--- src/rtl/bit_packer_128_if.sv ---
// rtl/bit_packer_128_if.sv - byte-stream input and mapper handover signals of bit_packer_128
interface bit_packer_128_if;
   logic [7:0]   din;
   logic         din_valid;
   logic         din_ready;
   logic         flush;
   logic         reader_en;
   logic [127:0] reader_data;
   logic         valid_o;
   logic [4:0]   fill_level;

   modport master (
      output din, din_valid, flush, reader_en,
      input  din_ready, reader_data, valid_o, fill_level
   );

   modport slave (
      input  din, din_valid, flush, reader_en,
      output din_ready, reader_data, valid_o, fill_level
   );
endinterface

--- src/rtl/bit_packer_128.sv ---
// rtl/bit_packer_128.sv - packs a byte stream little-endian into 128-bit words for the BPSK mapper
// Optional PN9 energy-dispersal scrambler compiled in with BIT_PACKER_SCRAMBLE_EN.
module bit_packer_128 (
   input  logic             CLK,
   input  logic             RST,
   input  logic             ce,
   bit_packer_128_if.slave  bus
);
   typedef enum logic {FILL, HOLD} state_t;

   state_t       state;
   logic [127:0] word_buf;
   logic [127:0] reader_data_q;
   logic         valid_q;
   logic [4:0]   level;
   logic         accept;
   logic         close_word;
   logic [7:0]   byte_in;

   assign accept     = ce & bus.din_valid & (state == FILL);
   // A flush only closes a word that holds, or is about to hold, at least one byte.
   assign close_word = accept & (level == 5'd15) |
                       bus.flush & ((level != 5'd0) | accept);

`ifdef BIT_PACKER_SCRAMBLE_EN
   localparam logic [8:0] PN9_SEED = 9'h1FF;

   logic [8:0] lfsr;
   logic [8:0] lfsr_next;
   logic       flushed;

   // Fibonacci PN9 (x^9+x^5+1), LSB first: output is lfsr[0] before each shift.
   function automatic logic [16:0] pn9_byte(input logic [7:0] d, input logic [8:0] s);
      logic [7:0] o;
      logic [8:0] r;
      r = s;
      for (int i = 0; i < 8; i++) begin
         o[i] = d[i] ^ r[0];
         r    = {r[0] ^ r[5], r[8:1]};
      end
      return {r, o};
   endfunction

   assign {lfsr_next, byte_in} = pn9_byte(bus.din, lfsr);
`else
   assign byte_in = bus.din;
`endif

   always_ff @(posedge CLK) begin
      if (RST) begin
         state         <= FILL;
         word_buf      <= '0;
         reader_data_q <= '0;
         valid_q       <= 1'b0;
         level         <= 5'd0;
`ifdef BIT_PACKER_SCRAMBLE_EN
         lfsr          <= PN9_SEED;
         flushed       <= 1'b0;
`endif
      end else begin
         valid_q <= 1'b0;
         if (ce) begin
            case (state)
               FILL: begin
                  if (accept) begin
                     word_buf[{level[3:0], 3'b000} +: 8] <= byte_in;
`ifdef BIT_PACKER_SCRAMBLE_EN
                     lfsr <= lfsr_next;
`endif
                  end
                  // Unfilled bytes are already zero since the buffer clears on every emit.
                  if (close_word) begin
                     state <= HOLD;
                     level <= 5'd16;
`ifdef BIT_PACKER_SCRAMBLE_EN
                     flushed <= bus.flush;
`endif
                  end else if (accept) begin
                     level <= level + 5'd1;
                  end
               end
               HOLD: begin
                  if (bus.reader_en) begin
                     reader_data_q <= word_buf;
                     valid_q       <= 1'b1;
                     word_buf      <= '0;
                     level         <= 5'd0;
                     state         <= FILL;
`ifdef BIT_PACKER_SCRAMBLE_EN
                     if (flushed) begin
                        lfsr <= PN9_SEED;
                     end
                     flushed <= 1'b0;
`endif
                  end
               end
               default: state <= FILL;
            endcase
         end
      end
   end

   assign bus.din_ready   = (state == FILL);
   assign bus.reader_data = reader_data_q;
   assign bus.valid_o     = valid_q;
   assign bus.fill_level  = level;
endmodule

--- src/flat_wrapper.sv ---
// flat-port wrapper written by rule: the top's interface ports become plain ports
module bit_packer_128_flat 
  (CLK, RST, ce, bus_din, bus_din_valid, bus_flush, bus_reader_en, bus_din_ready, bus_reader_data, bus_valid_o, bus_fill_level);
  bit_packer_128_if bus_i ();
  input  logic CLK;
  input  logic RST;
  input  logic ce;
  input wire logic [$bits(bus_i.din)-1:0] bus_din;
  input wire logic [$bits(bus_i.din_valid)-1:0] bus_din_valid;
  input wire logic [$bits(bus_i.flush)-1:0] bus_flush;
  input wire logic [$bits(bus_i.reader_en)-1:0] bus_reader_en;
  output wire logic [$bits(bus_i.din_ready)-1:0] bus_din_ready;
  output wire logic [$bits(bus_i.reader_data)-1:0] bus_reader_data;
  output wire logic [$bits(bus_i.valid_o)-1:0] bus_valid_o;
  output wire logic [$bits(bus_i.fill_level)-1:0] bus_fill_level;
  assign bus_i.din = bus_din;
  assign bus_i.din_valid = bus_din_valid;
  assign bus_i.flush = bus_flush;
  assign bus_i.reader_en = bus_reader_en;
  assign bus_din_ready = bus_i.din_ready;
  assign bus_reader_data = bus_i.reader_data;
  assign bus_valid_o = bus_i.valid_o;
  assign bus_fill_level = bus_i.fill_level;
  bit_packer_128 u_core (.CLK(CLK), .RST(RST), .ce(ce), .bus(bus_i));
endmodule
--- config.mk ---
export PLATFORM = sky130hd
export DESIGN_NAME = bit_packer_128_flat
export DESIGN_NICKNAME = d
export VERILOG_FILES = /design/src/rtl/bit_packer_128_if.sv /design/src/rtl/bit_packer_128.sv /design/src/flat_wrapper.sv
export SDC_FILE = /design/constraint.sdc
export NUM_CORES = 1
export LEC_CHECK = 0
export CAP_MARGIN = 0
export CORE_UTILIZATION = 57
export DETAILED_ROUTE_END_ITERATION = 8
export PLACE_DENSITY = 0.84
export SLEW_MARGIN = 20
export SYNTH_ARGS = -nofsm -noshare
export SYNTH_HDL_FRONTEND = slang
export SYNTH_SLANG_ARGS = --single-unit
--- constraint.sdc ---
create_clock -name CLK -period 7 [get_ports CLK]
set_input_delay 1.4 -clock CLK [delete_from_list [all_inputs] [get_ports CLK]]
set_output_delay 1.4 -clock CLK [all_outputs]
set_load 0.01 [all_outputs]
==> run_results.csv <==
group,metric,value,unit
worst_setup_path,cp_slowest_cell,"dfxtp_1",
routing,drt.antenna.violating_nets,0,
synth,synth_top_family_by_area,"compound AO/OA/AOI/OAI gates",
layout,drive_above_1_share,7.101,%
routing,wl_per_cell,20.16,µm
die,dieArea,17180,µm²
cts,clk_latency,0.51,ns
routing,num_vias,7824,
routing,wl,24800,µm
die,dieHeight,131.1,µm
layout,nNetsFinal,1016,
synth,synthXorXnorAreaFrac,0.09224,%
die,die_w,131.1,µm
grt,antenna_found_initial,1,
placement,dpl.hpwl,15910,µm
worst_setup_path,r2r_end,"u_core.word_buf[72]$_SDFFE_PP0P_",
sta,max_freq,0.2346,GHz
synth,synth_compound_area_share,29.46,%
sta,tightest_slew,0.9159,ns
sta,finalCriticalPeriod,4.262,ns
worst_setup_path,crit-reg2reg-launch,"u_core.state$_SDFFE_PP0P_",
synth,yosys_warnings,0,
cts,clk_path_buf_depth,3,
sta,final.setup.worst_slack,2.738,ns
worst_setup_path,worst_r2r_path_depth,4,
cts,cts_setup_buffers,0,
routing,first_pass_iters,5,
synth,synth_mux_area_share,0.2240,%
job,maxCapViolations,0,
cts,tritoncts.num_buffers,24,
synth,synthSimpleGateAreaFrac,9.764,%
worst_setup_path,critPathKind,"reg2out",
sta,grt_setup_unrepaired,"no",
synth,syn-cell-area,9495,µm²
worst_setup_path,crit_required,5.60,ns
sta,setup_tns,0,ns
synth,yosysUniqueCellTypes,68,
sta,slew_viol_final,0,
cts,cts_tree,"yes",
cts,cts_hold_buf,0,
die,core_area,16060,µm²
worst_setup_path,cp_cell_sequence,"clkinv_1 > clkdlybuf4s50_1",
grt,use_met1,39.51,%
placement,place_ws,2.893,ns
worst_setup_path,critPathCapture,"bus_din_ready",
worst_setup_path,setup.worst_path.start_class,"flop",
grt,use_met2,45.10,%
worst_setup_path,arrival,2.86,ns
grt,grt_pass1_vias,7081,
worst_hold_path,hp-class,"reg2reg",
layout,synthToLayoutAreaGrowth,25.00,%
synth,postSynthCellCount,884,
grt,busiest_layer,"met2",
routing,drt-initial-drc-count,829,
synth,ys_async_sr_fraction,0,%
cts,cts.repair.resized,0,
synth,ys_ff_latch,263,
sta,clock-skew-final,0.01204,ns
worst_setup_path,cp_max_fo,25,
synth,ys_seq_area_share,55.45,%
synth,synth_flop_cell,"dfxtp_1",
worst_setup_path,cp-end-kind,"primary output",
worst_setup_path,critPathMaxStageDelay,0.92,ns
worst_setup_path,rrSetupSlack,3.89,ns
die,start_util,59.13,%
grt,grt_max_degree,82,
sta,setup_violations,0,
placement,io_buffers,148,
grt,grt_first_pass_wirelength,38380,µm
pwr,power_density,253.5,nW/µm²
synth,synth_edf_count,0,
layout,diodes,0,
placement,place.gp.congestion,0.8651,
cts,cts_htree_levels,1,
pwr,peakVddDrop,0.1574,mV
grt,grt.total_usage,28.54,%
cts,cts_sinks,263,
die,num_rows,46,
sta,finalCritPeriodShare,60.89,%
routing,viasPerCell,6.361,
sta,max_slew_margin,38.86,%
synth,synthAdderAreaFrac,0.6588,%
grt,use_met3,5.235,%
worst_setup_path,cp-startpoint,"u_core.state$_SDFFE_PP0P_",
routing,drc,0,
status,status,"finished clean",
cts,clock-root-buffer,"clkbuf_16",
synth,synth_nets,903,
sta,hold_viol_final,0,
cts,clk_pin_slew,0.06,ns
synth,syn_area_per_cell,10.74,µm²
pwr,leakage,4.148,nW
grt,grt_overflow,0,
die,design.portCount,149,
[worst max-delay path: cells and delay by family, from the launching register on]
family	cells	cell delay (ns)
flip-flops	1	0.92
buffers and inverters	2	1.42
[state kept, by name, indices dropped and copies added (netlist names)]
signal	cells
u_core.bus.reader_data	128
u_core.word_buf	128
u_core.bus.valid_o	1
u_core.bus.fill_level	5
u_core.state	1
[report_power, final]
group          leakage (nW)  switching, mW  total (mW)  internal, mW
sequential             2.12        0.00888        1.51          1.50
clock                 0.406          0.543        1.33         0.783
combinational          1.62          0.129       0.172        0.0432
total                  4.15          0.681        3.01          2.33
[Yosys cell counts, types with 7 or more instances]
cell type	number	area, µm²
dfxtp_1	263	5265
a22o_1	160	1401
nand2_1	51	191.4
nand3_1	47	235.2
clkbuf_1	34	127.6
buf_2	32	160.2
a21oi_1	29	145.1
inv_1	23	86.33
o2bb2ai_1	23	201.4
o21ai_0	21	105.1
o2111ai_1	16	140.1
o22ai_1	16	100.1
o311ai_0	16	140.1
nand2b_1	13	81.33
and2_1	10	62.56
nor2_1	10	37.54
nor2b_1	10	62.56
a31oi_1	9	56.30
a32oi_1	9	78.83
or4_1	8	60.06
a22oi_1	7	52.55
[final cells by class]
cell class	count	area, µm²
inverters	25	93.84
fillers	1109	4189
multi-input cells	525	3832
well taps	216	270.3
flip-flops and latches	263	5265
clock inverters	6	57.56
clock buffers	37	760.7
repair buffers	158	1589
[per-layer routing]
layer  share of wire [%]  up-vias
li1                    -     3626
met1                  43     3753
met2                  46      380
met3                 8.2       63
met4                 2.7        2
met5               0.036        -
[placed cells by master, fill, tap and decap left out, types with 13 or more instances in the layout]
cell,netlist,final
o21ai_0,21,21
o22ai_1,16,16
o311ai_0,16,16
clkdlybuf4s50_1,0,147
nand2_1,51,51
o2111ai_1,16,16
a22o_1,160,160
clkbuf_16,0,25
dfxtp_1,263,263
nand3_1,47,47
o2bb2ai_1,23,23
a21oi_1,29,29
nand2b_1,13,13
inv_1,23,23
[stage by stage]
| step | instance area [µm²] | hold WS (ns) | utilization (%) | power (mW) | cells |
|---|---|---|---|---|---|
| 6_report | 11870 | 0.4651 | 73.91 | 3.008 | 1230 |
| 2_1_floorplan | 9495 | 0.4332 | - | 1.657 | 884 |
| 3_5_place_dp | 11030 | 0.4521 | 68.69 | 1.710 | 1186 |
| 3_3_place_gp | 11010 | 0.4461 | 68.57 | 1.705 | 1185 |
| 5_1_grt | 11870 | 0.4834 | 73.91 | 3.086 | 1230 |
| 4_1_cts | 11850 | 0.4710 | 73.79 | 3.009 | 1229 |
[logic make-up (layout without fill, tap and decap cells)]
logic type               count (synthesis)  count (layout)
XOR/XNOR                                 1               1
buffers and inverters                   96             226
adder cells (fa/ha/maj)                  5               5
AND/OR/NAND/NOR                        174             174
flip-flops                             263             263
multiplexers                             2               2
AO/OA/AOI/OAI                          343             343
[worst min path at each step]
stage,from,to,cells past startpoint
6_report,u_core.word_buf[49]$_SDFFE_PP0P_,u_core.word_buf[49]$_SDFFE_PP0P_,2
5_1_grt,u_core.word_buf[56]$_SDFFE_PP0P_,u_core.word_buf[56]$_SDFFE_PP0P_,1
4_1_cts,u_core.word_buf[12]$_SDFFE_PP0P_,u_core.bus.reader_data[12]$_SDFFE_PP0P_,1
3_5_place_dp,u_core.word_buf[47]$_SDFFE_PP0P_,u_core.word_buf[47]$_SDFFE_PP0P_,1
3_3_place_gp,u_core.word_buf[14]$_SDFFE_PP0P_,u_core.bus.reader_data[14]$_SDFFE_PP0P_,1
2_1_floorplan,u_core.word_buf[120]$_SDFFE_PP0P_,u_core.word_buf[120]$_SDFFE_PP0P_,1
No activity file was read; power rests on OpenSTA's default activity.
